$ cat src/rtl/line_engine.sv
// line_engine: Bresenham line rasteriser writing one pixel per accepted
// framebuffer handshake. Coordinates live in a 256x256 space and each
// pixel address is {y, x}.
//
// Build option LINE_ENGINE_PLOT_END_EN:
//   defined   - the end pixel is written (max(dx,|dy|)+1 writes)
//   undefined - the end pixel is suppressed (max(dx,|dy|) writes); a
//               zero-length line goes straight from SETUP to DONE
module line_engine (
    input  logic        pclk,
    input  logic        rst,
    input  logic        go,
    input  logic [7:0]  stax,
    input  logic [7:0]  stay,
    input  logic [7:0]  endx,
    input  logic [7:0]  endy,
    input  logic [3:0]  beam,
    input  logic        fb_ready,
    output logic        busy,
    output logic        fb_we,
    output logic [15:0] fb_addr,
    output logic [3:0]  fb_data,
    output logic        done
);

    localparam logic [1:0] S_IDLE  = 2'd0;
    localparam logic [1:0] S_SETUP = 2'd1;
    localparam logic [1:0] S_DRAW  = 2'd2;
    localparam logic [1:0] S_DONE  = 2'd3;

    logic [1:0]         r_state;
    logic [7:0]         r_x;
    logic [7:0]         r_y;
    logic [7:0]         r_ex;
    logic [7:0]         r_ey;
    logic [3:0]         r_beam;
    logic signed [10:0] r_dx;
    logic signed [10:0] r_dy;
    logic signed [10:0] r_err;
    logic               r_sxneg;
    logic               r_syneg;

    logic signed [10:0] w_ddx;
    logic signed [10:0] w_ddy;
    logic signed [10:0] w_adx;
    logic signed [10:0] w_ady;
    logic signed [10:0] w_e2;
    logic               w_stepx;
    logic               w_stepy;
    logic signed [10:0] w_err_nx;
    logic [7:0]         w_nx;
    logic [7:0]         w_ny;
    logic               w_at_end;
    logic               w_next_end;
    logic               w_last;
    logic               w_zero_len;
    logic               w_accept;

    // Setup-time deltas and the per-step Bresenham update for the current pixel
    always_comb begin
        w_ddx      = $signed({3'b000, r_ex}) - $signed({3'b000, r_x});
        w_ddy      = $signed({3'b000, r_ey}) - $signed({3'b000, r_y});
        w_adx      = w_ddx[10] ? -w_ddx : w_ddx;
        w_ady      = w_ddy[10] ? -w_ddy : w_ddy;
        // |err| never exceeds 2*255, so doubling stays inside 11 bits
        w_e2       = r_err <<< 1;
        w_stepx    = (w_e2 >= r_dy);
        w_stepy    = (w_e2 <= r_dx);
        w_err_nx   = r_err + (w_stepx ? r_dy : 11'sd0) + (w_stepy ? r_dx : 11'sd0);
        w_nx       = r_x;
        w_ny       = r_y;
        if (w_stepx) w_nx = r_sxneg ? (r_x - 8'd1) : (r_x + 8'd1);
        if (w_stepy) w_ny = r_syneg ? (r_y - 8'd1) : (r_y + 8'd1);
        w_at_end   = (r_x == r_ex) && (r_y == r_ey);
        w_next_end = (w_nx == r_ex) && (w_ny == r_ey);
        w_zero_len = w_at_end;
        w_accept   = (r_state == S_DRAW) && fb_ready;
`ifdef LINE_ENGINE_PLOT_END_EN
        w_last     = w_at_end;
`else
        // Stop on the write that precedes the end pixel so it is never issued
        w_last     = w_next_end;
`endif
    end

    // Control FSM and line state; inputs are only sampled in IDLE
    always_ff @(posedge pclk) begin
        if (rst) begin
            r_state <= S_IDLE;
            r_x     <= '0;
            r_y     <= '0;
            r_ex    <= '0;
            r_ey    <= '0;
            r_beam  <= '0;
            r_dx    <= '0;
            r_dy    <= '0;
            r_err   <= '0;
            r_sxneg <= 1'b0;
            r_syneg <= 1'b0;
        end else begin
            case (r_state)
                S_IDLE: begin
                    if (go) begin
                        r_x     <= stax;
                        r_y     <= stay;
                        r_ex    <= endx;
                        r_ey    <= endy;
                        r_beam  <= beam;
                        r_state <= S_SETUP;
                    end
                end
                S_SETUP: begin
                    r_dx    <= w_adx;
                    r_dy    <= -w_ady;
                    r_err   <= w_adx - w_ady;
                    r_sxneg <= w_ddx[10];
                    r_syneg <= w_ddy[10];
`ifdef LINE_ENGINE_PLOT_END_EN
                    r_state <= S_DRAW;
`else
                    r_state <= w_zero_len ? S_DONE : S_DRAW;
`endif
                end
                S_DRAW: begin
                    if (w_accept) begin
                        if (w_last) begin
                            r_state <= S_DONE;
                        end else begin
                            r_x   <= w_nx;
                            r_y   <= w_ny;
                            r_err <= w_err_nx;
                        end
                    end
                end
                default: begin
                    r_state <= S_IDLE;
                end
            endcase
        end
    end

    // Outputs decode purely from registers, so fb_ready never reaches them
    always_comb begin
        busy    = (r_state == S_SETUP) || (r_state == S_DRAW);
        fb_we   = (r_state == S_DRAW);
        fb_addr = {r_y, r_x};
        fb_data = r_beam;
        done    = (r_state == S_DONE);
    end

endmodule

$ cat config.mk
export PLATFORM = sky130hd
export DESIGN_NAME = line_engine
export DESIGN_NICKNAME = d
export VERILOG_FILES = /design/src/rtl/line_engine.sv
export SDC_FILE = /design/constraint.sdc
export NUM_CORES = 1
export LEC_CHECK = 0
export CORE_MARGIN = 2
export CORE_UTILIZATION = 55
export CTS_BUF_LIST = sky130_fd_sc_hd__clkbuf_8
export CTS_CLUSTER_DIAMETER = 60
export DETAILED_ROUTE_END_ITERATION = 8
export PLACE_DENSITY = 0.8
export SYNTH_ARGS = -nofsm -noshare
export SYNTH_HDL_FRONTEND = slang
export SYNTH_SLANG_ARGS = --single-unit
$ cat constraint.sdc
create_clock -name pclk -period 4.8 [get_ports pclk]
set_clock_uncertainty 0.2 [all_clocks]
set_input_delay 0.72 -clock pclk [delete_from_list [all_inputs] [get_ports pclk]]
set_output_delay 0.72 -clock pclk [all_outputs]
set_load 0.02 [all_outputs]
# Word-level counts from Yosys, hierarchy flattened
# Cells that the tools add are included.
[totals]
output_inout_bits = 23
regBits = 73
wordCells = 71
in_bits = 40
[op_classes]
n_mux = 24
eq_ne = 11
n_reduce_logical = 11
add_sub_neg = 12
order_cmp = 2
[op_table]
columns = ["operator", "count"]
rows = [
  ["$mux W8", 10],
  ["$mux W11", 6],
  ["$eq A8 B8 Y1", 4],
  ["$pmux W8 S2", 2],
  ["$add A11 B11 Y11", 2],
  ["$neg A9 Y11", 2],
  ["$pmux W11 S2", 1],
  ["$sub A8 B8 Y9", 2],
  ["$add A8 B1 Y8 const B", 2],
  ["$sub A8 B1 Y8 const B", 2],
  ["$ge A11 B11 Y1", 1],
  ["$le A11 B11 Y1", 1],
  ["$neg A11 Y11", 1],
  ["$sub A11 B11 Y11", 1],
  ["$mux W2", 3],
  ["$pmux W2 S3", 1],
  ["$reduce_and A3 Y1", 2],
  ["$eq A2 B2 Y1 const B", 2],
  ["$ne A2 B1 Y1 const B", 2],
  ["$ne A2 B2 Y1 const B", 2],
  ["$reduce_and A4 Y1", 1],
  ["$reduce_bool A2 Y1", 2],
  ["$logic_and A1 B1 Y1", 3],
  ["$eq A2 B1 Y1 const B", 1],
  ["4 further kinds", 4],
]

# Depth between registers and ports, before layout
# Gate-level depths: netlist of run 1.
[depth]
word_depth = 8
mapped_depth = 23
ltp_nobuf = 22

# Least setup slack after synthesis of run 1
# OpenSTA, ideal clock, no wires.
[synth_timing]
kind = "register to register"
from = "reg r_dy[10]"
to = "reg r_err[9]"
period_less_slack_ns = 4.850
stages_incl_launch_ff = 22
setup_slack_ns = -0.050
t_required_ns = 4.465
t_arrival_ns = 4.515
path_cell_list = "dfxtp_1 > inv_1 > ha_1 > nand4_1 > a2111oi_4 > a2111oi_2 > a21boi_2 > buf_1 > clkbuf_1 > and2_1 > fa_1 > ha_1 > fa_1 > a21oi_1 > nor2_1 > nor2_1 > o21bai_1 > a21oi_1 > o21ai_0 > xor2_1 > a211oi_1 > nor3_2"
[synth_via]
elab_chain_len = 7
[synth_lines]
columns = ["item", "line", "rtl"]
rows = [
  ["start, declared", "38", "logic signed [10:0] r_dy;"],
  ["start signal, assigned", "114", "r_dy <= -w_ady;"],
  ["$ge A11 B11 Y1 (*)", "67", "w_stepx = (w_e2 >= r_dy);"],
  ["$mux W11", "69", "w_err_nx = r_err + (w_stepx ? r_dy : 11'sd0) + (w_stepy ? r_dx : 11'sd0);"],
  ["$add A11 B11 Y11 (2 in a row)", "69", ""],
  ["$mux W11", "126", "if (w_last) begin"],
  ["$mux W11", "125", "if (w_accept) begin"],
  ["$pmux W11 S2", "101", "case (r_state)"],
  ["end signal, assigned", "115", "r_err <= w_adx - w_ady;"],
  ["end signal, assigned", "131", "r_err <= w_err_nx;"],
  ["end, declared", "39", "logic signed [10:0] r_err;"],
]
# Every way passes the cells marked *; elsewhere a longest branch is shown, timed or not. The select of a mux whose other input is x is not followed.
# A chain may end at the register's enable or synchronous reset.

# Worst setup path in the final report of run 1
[layout_timing]
from = "reg r_dy[4]"
to = "reg r_err[9]"
[layout_via]
elab_chain_len = 7
[layout_lines]
columns = ["item", "line"]
rows = [
  ["$ge A11 B11 Y1", "67"],
  ["$mux W11", "69"],
  ["$add A11 B11 Y11 (2 in a row)", "69"],
  ["$mux W11", "126"],
  ["$mux W11", "125"],
  ["$pmux W11 S2", "101"],
]
# Several ways; a longest one is shown, not always the timed one. The select of a mux whose other input is x is not followed.

==> impl_metrics.tcl, run 1 <==
set metrics [dict create \
    tritoncts "done" \
    wire_per_inst_um 17.5 \
    grt_pass1_vias 6618 \
    first_iter_violations 533 \
    drv_cap 0 \
    reg2reg_from "r_dy[4]$_SDFFE_PP0N_" \
    crit_type "flip-flop to flip-flop" \
    period_needed_ns 4.56 \
    synth_cell_types 85 \
    arrival_ns 4.61 \
    die-area_um2 13900 \
    fp.dieW_um 118 \
    max_freq_mhz 219 \
    cp_data_required_time_ns 4.84 \
    fin_area_um2 8300 \
    holdBufCountCts 0 \
    synth_cells 900 \
    async_reset_ff_share_pct 0 \
    hold_path_class "flip-flop to flip-flop" \
    numClockSinks 72 \
    port_buffers 62 \
    cp-end-kind "flip-flop" \
    gp_congestion 0.968 \
    ys_ff_latch 72 \
    crit_fanout 8 \
    syn_avg_cell_area_um2 7.92 \
    track_usage_pct 29.1 \
    synth_ff_type "dfxtp_1" \
    grt_antenna_before_repair 0 \
    grt_max_degree 70 \
    pre_cts_slack_ns 0.0908 \
    synth_top_cell_by_area "dfxtp_1" \
    cts_max_level 3 \
    slew_violations 0 \
    synth_edf_count 0 \
    grt_first_pass_wirelength_um 32600 \
    drc 0 \
    die-height_um 118 \
    dpl_cell_area_um2 8040 \
    yosys-top-cells-area "dfxtp_1 20%, ha_1 13%, nor2_1 5.2%" \
    yosysWarningCount 0 \
    path_common_cell "a21oi_1" \
    cts.path.max_buffers 2 \
    tightest_slew_ns 1.00 \
    hold_depth 2 \
    area_growth_pct 16.5 \
    setup_slack_ns 0.236 \
    synth-seq-area-share_pct 20.2 \
    drive_above_1_share_pct 9.12 \
    hpwl_um 15600 \
    viasPerCell 6.03 \
    initial_core_util_pct 56.5 \
    nets 1100 \
    insertion_delay_ns 0.38 \
    wl_um 20100 \
    rows 41 \
    slowest_delay_ns 0.50 \
    startpoint "r_dy[4]$_SDFFE_PP0N_" \
    synth_top_area_share_pct 20.2 \
    n_fill_cell 1117 \
    dr.pass1.iters 5 \
    status "finished, final reports clean" \
    holdCritStartpoint "fb_data[2]$_SDFFE_PP0P_" \
    r2r_cells 19 \
    fin_crit_sh_pct 95.1 \
    clk_pin_slew_ns 0.08 \
    slowest_stage "fa_1" \
    setup_viol 0 \
    core_area_um2 12600 \
    grt_overflow 0 \
    vias 6927 \
    hold_viol 0 \
    cts_buffers 9 \
    synth_fp_nets 1027 \
    tns_ns 0 \
    synth_area_um2 7120 \
    ant_nets 0 \
    cts-root-buf "clkbuf_8" \
    diodes 0 \
    slew_headroom_pct 33.1 \
    worstPathCellList "inv_1 -> ha_1 -> a21oi_1 -> o21ai_2 -> a2111oi_4 -> a21boi_2 -> buf_4 -> and2_1 -> fa_1 -> fa_1 -> a21oi_1 -> nor2_1 -> nor2_2 -> o21bai_1 -> a21oi_1 -> o21ai_0 -> xor2_1 -> a211oi_2 -> nor3_2" \
    ioPinCount 63 \
    cp-start-kind "flip-flop" \
]
## area by class of cell
type	count	area (um^2)	area share [%]
multi-input cells	720	5320	64.1
flip-flops and latches	72	1450	17.4
repair buffers	96	871	10.5
inverters	74	278	3.35
well taps	172	215	2.59
clock buffers	12	165	1.99
clock inverters	2	7.51	0.0905
## cells by family after synthesis
| group | after synthesis | synth area share [%] |
|---|---|---|
| adder cells (fa/ha/maj) | 87 | 16.9 |
| flip-flops | 72 | 20.2 |
| buffers and inverters | 108 | 5.95 |
| multiplexers | 26 | 3.69 |
| AND/OR/NAND/NOR | 312 | 21.6 |
| XOR/XNOR | 58 | 7.52 |
| AO/OA/AOI/OAI | 237 | 24.1 |
## state kept, by name, summed over array words and instances (netlist names), 2 cells and up
| name | flops |
|---|---|
| r_err | 10 |
| fb_data | 4 |
| r_dy | 11 |
| r_dx | 11 |
| r_ey | 8 |
| r_state | 2 |
| r_y | 8 |
| r_x | 8 |
| r_ex | 8 |
## critical path: cells and delay by family (launching register included)
family / cells / cell delay, ns
XOR/XNOR: 1 / 0.17
adder cells (fa/ha/maj): 3 / 1.29
AO/OA/AOI/OAI: 9 / 1.72
flip-flops: 1 / 0.35
AND/OR/NAND/NOR: 4 / 0.45
buffers and inverters: 2 / 0.22
## layer usage
layer / part of all wire [%] / wire length, um / vias up / GRT usage [%]
met5: 0 / 0 / - / 0
met4: 4.1 / 822 / 0 / 13.5
met3: 7.7 / 1560 / 65 / 6.06
met2: 45 / 9090 / 285 / 47.2
met1: 43 / 8630 / 3213 / 37.2
li1: - / - / 3364 / -
## cell usage after synthesis (6+ instances only)
master and instances:
nand4_1 13, o211ai_1 10, xnor2_1 30, ha_1 72
nand3_1 16, a211oi_1 24, dfxtp_1 72, nor2_1 98
o21bai_1 6, a21o_1 14, clkbuf_1 25, mux2i_1 24
nor2b_1 18, buf_1 6, fa_1 15, o21ai_0 40
nand2b_1 7, nor3_1 14, inv_1 74, nand2_1 81
and3_1 6, xor2_1 26, and2_1 16, a21oi_1 65
## worst paths after layout
kind         slack (ns)                       to
max                0.24    r_err[9]$_SDFFE_PP0P_
min                0.25  fb_data[2]$_SDFFE_PP0P_
max reg2reg        0.24    r_err[9]$_SDFFE_PP0P_
min reg2reg        0.25  fb_data[2]$_SDFFE_PP0P_
## cells in the final DEF, fill, tap and decap left out, types with 5 or more instances in the layout
master	count
a211oi_2	6
xnor2_1	30
a21oi_1	65
and2_1	16
nor2b_1	18
nand4_1	13
and3_1	6
clkdlybuf4s50_1	61
a211oi_1	20
fa_1	15
o211ai_1	10
o21bai_1	6
ha_1	72
a31oi_1	5
nor2_1	96
a21o_1	14
or3_1	5
clkbuf_8	12
nand3b_1	5
buf_4	34
nor3_1	14
nand2_1	81
nand2b_1	7
inv_1	76
xor2_1	26
mux2i_1	24
dfxtp_1	69
o21ai_0	38
nand3_1	16
o2bb2ai_1	5
## timing repair
action / in CTS / in global routing
resized for setup: 0 / 16
setup buffers: 0 / 3
setup endpoints to repair: 0 / 3
## per-stage QoR
stage                     hold slack, ns  std cells  util, %
after floorplan                    0.227        900        -
after global placement             0.239       1131     63.7
after detailed placement           0.242       1131     63.7
after CTS                          0.254       1145     65.1
after global routing               0.268       1148     65.7
final                              0.254       1148     65.7
Power of run 1 is left out: the tool's default activity adds up to more than one toggle a clock period on the data nets, which glitch-free logic cannot reach.
==> run 2, diff against run 1 <==
--- a/config.mk
+++ b/config.mk
@@ -10,7 +10,8 @@
 export CTS_BUF_LIST = sky130_fd_sc_hd__clkbuf_8
 export CTS_CLUSTER_DIAMETER = 60
 export DETAILED_ROUTE_END_ITERATION = 8
-export PLACE_DENSITY = 0.8
+export PLACE_DENSITY_LB_ADDON = 0.3
+export SETUP_SLACK_MARGIN = 0.5
 export SYNTH_ARGS = -nofsm -noshare
 export SYNTH_HDL_FRONTEND = slang
 export SYNTH_SLANG_ARGS = --single-unit
==> run 2 against run 1 <==
Compared with the run above: sequential share of layout area fell by 0.42 points; die area is the same; via count grew 1.4%; utilization grew 2.5 points; worst setup slack improved by 0.22 ns; sequential cell count unchanged; final area grew 3.9%; first-iteration DRC count fell by 2.4%; critical path type unchanged; highest routed layer unchanged.
==> impl_metrics.tcl, run 2 (synthesis results as in run 1) <==
set metrics [dict create \
    status "finished, final reports clean" \
    hpwl_um 15800 \
    final_common_cell "nor2_1" \
    fin_crit_sh_pct 90.6 \
    numClockSinks 72 \
    insertion_delay_ns 0.38 \
    crit_fanout 7 \
    grt-busiest-layer "met2" \
    gr-usage-met3_pct 4.80 \
    dr.pass1.iters 5 \
    wl_um 21000 \
    cts-root-buf "clkbuf_8" \
    max_freq_mhz 230 \
    nets 1107 \
    slew_violations 0 \
    drv_cap 0 \
    multi_input_area_um2 5480 \
    slew_headroom_pct 51.6 \
    cts_max_level 3 \
    ant_nets 0 \
    hold_viol 0 \
    drive_above_1_share_pct 14.9 \
    gp_congestion 0.967 \
    most-common-layout-cells "94 x nor2_1, 80 x nand2_1, 71 x inv_1" \
    ioPinCount 63 \
    port_buffers 62 \
    crit_type "flip-flop to flip-flop" \
    cp-start-kind "flip-flop" \
    grt_use_met2_pct 47.4 \
    die-area_um2 13900 \
    grt_use_met1_pct 38.7 \
    wire_per_inst_um 18.2 \
    rsz0062_at_grt "true" \
    core_area_um2 12600 \
    setup_viol 0 \
    reg2reg_from "r_err[8]$_SDFFE_PP0P_" \
    reg_top3 "r_dx x11, r_dy x11, r_err x10" \
    grt_overflow 0 \
    arrival_ns 4.40 \
    startpoint "r_err[8]$_SDFFE_PP0P_" \
    tightest_slew_ns 0.721 \
    holdCritStartpoint "fb_data[2]$_SDFFE_PP0P_" \
    tns_ns 0 \
    cts.path.max_buffers 2 \
    r2r_cells 17 \
    tritoncts "done" \
    r2r_slack_ns 0.45 \
    viasPerCell 6.07 \
    cp_data_required_time_ns 4.85 \
    holdBufCountCts 0 \
    grt_max_degree 41 \
    cts_buffers 9 \
    track_usage_pct 29.6 \
    seq_area_um2 1470 \
    grt_pass1_vias 6617 \
    first_iter_violations 520 \
    n_fill_cell 1077 \
    clk_pin_slew_ns 0.08 \
    drc 0 \
    fp.dieW_um 118 \
    area_growth_pct 21.0 \
    period_needed_ns 4.35 \
    rows 41 \
    cp-end-kind "flip-flop" \
    hold_depth 2 \
    die-height_um 118 \
    hold_path_class "flip-flop to flip-flop" \
    grt_first_pass_wirelength_um 33200 \
    grt_antenna_before_repair 0 \
    vias 7022 \
    diodes 0 \
    initial_core_util_pct 56.5 \
]
-- run 2: changes by cell type in the layout (fill, tap and decap cells not counted), sizes merged --
cell and change:
bufinv +1, buf +7, inv -2, clkbuf +3
-- run 2: layout make-up --
type | count | area share, %
Clock inverter | 1 | 0.348
Timing Repair Buffer | 103 | 10.9
Multi-Input combinational cell | 720 | 63.6
Inverter | 74 | 3.22
Sequential cell | 72 | 17.0
Clock buffer | 15 | 2.40
Tap cell | 172 | 2.50
-- run 2: metal layers --
metal | vias to the layer above | routed length (um) | part of all wire [%]
li1 | 3382 | - | -
met1 | 3259 | 9190 | 44
met2 | 320 | 9680 | 46
met3 | 61 | 1300 | 6.2
met4 | 0 | 849 | 4.0
met5 | - | 0 | 0
-- run 2: final timing paths --
kind,to
max,r_err[9]$_SDFFE_PP0P_
min,fb_data[2]$_SDFFE_PP0P_
max reg2reg,r_err[9]$_SDFFE_PP0P_
min reg2reg,fb_data[2]$_SDFFE_PP0P_
-- run 2: critical path: stages (launching register included) --
cell and delay, ns:
dfxtp_1 0.49, ha_1 0.33, and4_1 0.28, a2111oi_4 0.40, a21boi_2 0.15, buf_4 0.19
and2_1 0.17, fa_1 0.46, ha_1 0.37, a21oi_2 0.16, nor2_1 0.07, nor2_2 0.11
o21bai_1 0.11, a21oi_2 0.20, o21ai_2 0.09, xor2_1 0.15, a211oi_2 0.24, nor3_2 0.06
-- run 2: what timing repair did --
action,4_1_cts,5_1_grt
endpoints found under the setup margin,24,28
resized for setup,17,52
buffers inserted,8,12
pin swaps,8,27
hold endpoints to repair,0,0
-- run 2: through the flow --
step | instance area (um^2) | utilization, % | hold slack, ns | setup slack, ns | instances
after floorplan | 7190 | - | 0.227 | 0.483 | 900
after global placement | 8020 | 63.6 | 0.243 | 0.375 | 1121
after detailed placement | 8020 | 63.6 | 0.248 | 0.170 | 1121
after CTS | 8360 | 66.3 | 0.258 | 0.458 | 1145
after global routing | 8620 | 68.3 | 0.280 | 0.299 | 1157
final | 8620 | 68.3 | 0.255 | 0.452 | 1157
Power of run 2 is left out for the same reason.
==> run 3, diff against run 2 <==
--- a/config.mk
+++ b/config.mk
@@ -5,8 +5,10 @@
 export SDC_FILE = /design/constraint.sdc
 export NUM_CORES = 1
 export LEC_CHECK = 0
+export CELL_PAD_IN_SITES_DETAIL_PLACEMENT = 0
+export CELL_PAD_IN_SITES_GLOBAL_PLACEMENT = 1
 export CORE_MARGIN = 2
-export CORE_UTILIZATION = 55
+export CORE_UTILIZATION = 41
 export CTS_BUF_LIST = sky130_fd_sc_hd__clkbuf_8
 export CTS_CLUSTER_DIAMETER = 60
 export DETAILED_ROUTE_END_ITERATION = 8
==> run 3 against run 2 <==
Compared with the run above: register-to-register slack better by 0.09 ns; first-iteration DRC count is 6.7% lower; final area is 4.1% higher; critical endpoint is now r_y[5]$_SDFFE_PP0P_; highest routed layer unchanged.
==> impl_metrics.tcl, run 3 (synthesis results as in run 1) <==
set metrics [dict create \
    status "finished, final reports clean" \
    wl_um 22100 \
    max_freq_mhz 235 \
    n_fill_cell 1661 \
    cp_data_required_time_ns 4.91 \
    grt_pass1_vias 6520 \
    cts.path.max_buffers 2 \
    ant_nets 0 \
    track_usage_pct 24.5 \
    ioPinCount 63 \
    rows 48 \
    cts_max_level 3 \
    reg2reg_from "r_sxneg$_SDFFE_PP0N_" \
    initial_core_util_pct 41.6 \
    vias 6860 \
    reg2reg_to "r_y[5]$_SDFFE_PP0P_" \
    area_growth_pct 25.9 \
    die-height_um 136 \
    viasPerCell 5.56 \
    hpwl_um 17000 \
    fp.dieW_um 136 \
    arrival_ns 4.36 \
    dr.pass1.iters 5 \
    slew_violations 0 \
    period_needed_ns 4.26 \
    hold_depth 2 \
    grt_first_pass_wirelength_um 34900 \
    slew_headroom_pct 48.4 \
    drv_cap 0 \
    tightest_slew_ns 0.775 \
    tritoncts "done" \
    cts-root-buf "clkbuf_8" \
    cp-start-kind "flip-flop" \
    wire_per_inst_um 17.9 \
    final_common_cell "nor2_1" \
    rsz0062_at_grt "true" \
    numClockSinks 72 \
    nets 1130 \
    core_area_um2 17100 \
    holdBufCountCts 0 \
    diodes 0 \
    r2r_slack_ns 0.54 \
    tns_ns 0 \
    drc 0 \
    cts_buffers 9 \
    holdCritStartpoint "fb_data[2]$_SDFFE_PP0P_" \
    r2r_cells 11 \
    crit_type "flip-flop to flip-flop" \
    clk_pin_slew_ns 0.08 \
    fin_crit_sh_pct 88.7 \
    gp_congestion 0.908 \
    die-area_um2 18400 \
    startpoint "r_sxneg$_SDFFE_PP0N_" \
    most-common-layout-cells "93 x nor2_1, 78 x nand2_1, 70 x inv_1" \
    port_buffers 62 \
    setup_viol 0 \
    grt_overflow 0 \
    insertion_delay_ns 0.38 \
    crit_fanout 12 \
    hold_path_class "flip-flop to flip-flop" \
    cp-end-kind "flip-flop" \
    reg_top3 "r_dx x11, r_dy x11, r_err x10" \
    grt_antenna_before_repair 0 \
    first_iter_violations 485 \
    grt_max_degree 41 \
    hold_end "fb_data[2]$_SDFFE_PP0P_" \
    hold_viol 0 \
    drive_above_1_share_pct 18.5 \
]
run 3: cell types whose count changed in the layout (fill, tap and decap cells not counted), moves of 3 or more:
cell and change:
buf_4 +22, clkbuf_8 -3, ha_1 -7, ha_4 +5
run 3: layer usage:
| metal | vias up | track usage, % | part of all wire (%) |
|---|---|---|---|
| met5 | - | 0 | 0 |
| met4 | 0 | 9.26 | 2.7 |
| met3 | 42 | 3.58 | 4.4 |
| met2 | 204 | 39.1 | 45 |
| met1 | 3191 | 33.5 | 48 |
| li1 | 3423 | - | - |
run 3: area by class of cell:
| class | instances | area (um^2) | area share (%) |
|---|---|---|---|
| Clock inverter | 4 | 51.3 | 0.572 |
| Inverter | 74 | 282 | 3.14 |
| Clock buffer | 12 | 165 | 1.84 |
| Timing Repair Buffer | 126 | 1110 | 12.4 |
| Sequential cell | 72 | 1460 | 16.3 |
| Tap cell | 225 | 282 | 3.14 |
| Multi-Input combinational cell | 720 | 5610 | 62.6 |
run 3: how the worst max path moves through the flow:
stage / to / slack (ns)
5_1_grt: r_err[7]$_SDFFE_PP0P_ / 0.28
3_3_place_gp: r_err[8]$_SDFFE_PP0P_ / 0.15
2_1_floorplan: r_err[9]$_SDFFE_PP0P_ / 0.48
4_1_cts: r_err[8]$_SDFFE_PP0P_ / 0.47
6_report: r_y[5]$_SDFFE_PP0P_ / 0.54
3_5_place_dp: r_err[8]$_SDFFE_PP0P_ / 0.11
run 3: repair_timing:
| action | CTS | global route |
|---|---|---|
| buffers inserted | 17 | 15 |
| setup endpoints to repair | 27 | 28 |
| pin swaps | 13 | 30 |
| gates resized for setup | 30 | 56 |
run 3: stage by stage:
step	utilization, %	hold WS (ns)	area (um^2)	std cells	setup slack (ns)
after global placement	47.7	0.241	8170	1185	0.151
after floorplan	-	0.227	7190	900	0.483
after global routing	52.4	0.271	8970	1233	0.283
after CTS	50.4	0.258	8620	1218	0.466
after detailed placement	47.7	0.243	8170	1185	0.107
final	52.4	0.261	8970	1233	0.542
run 3: critical path, stage by stage, from the launching register on:
cell and delay (ns):
dfxtp_2 0.40, fa_1 0.46, a211oi_2 0.33, nor4b_1 0.13, a2111oi_4 0.59, nor2_1 0.11
o31ai_2 0.31, o2111ai_1 0.15, or4_4 0.64, o31a_2 0.51, a21o_1 0.21, a21oi_1 0.14
Power of run 3 is left out for the same reason.
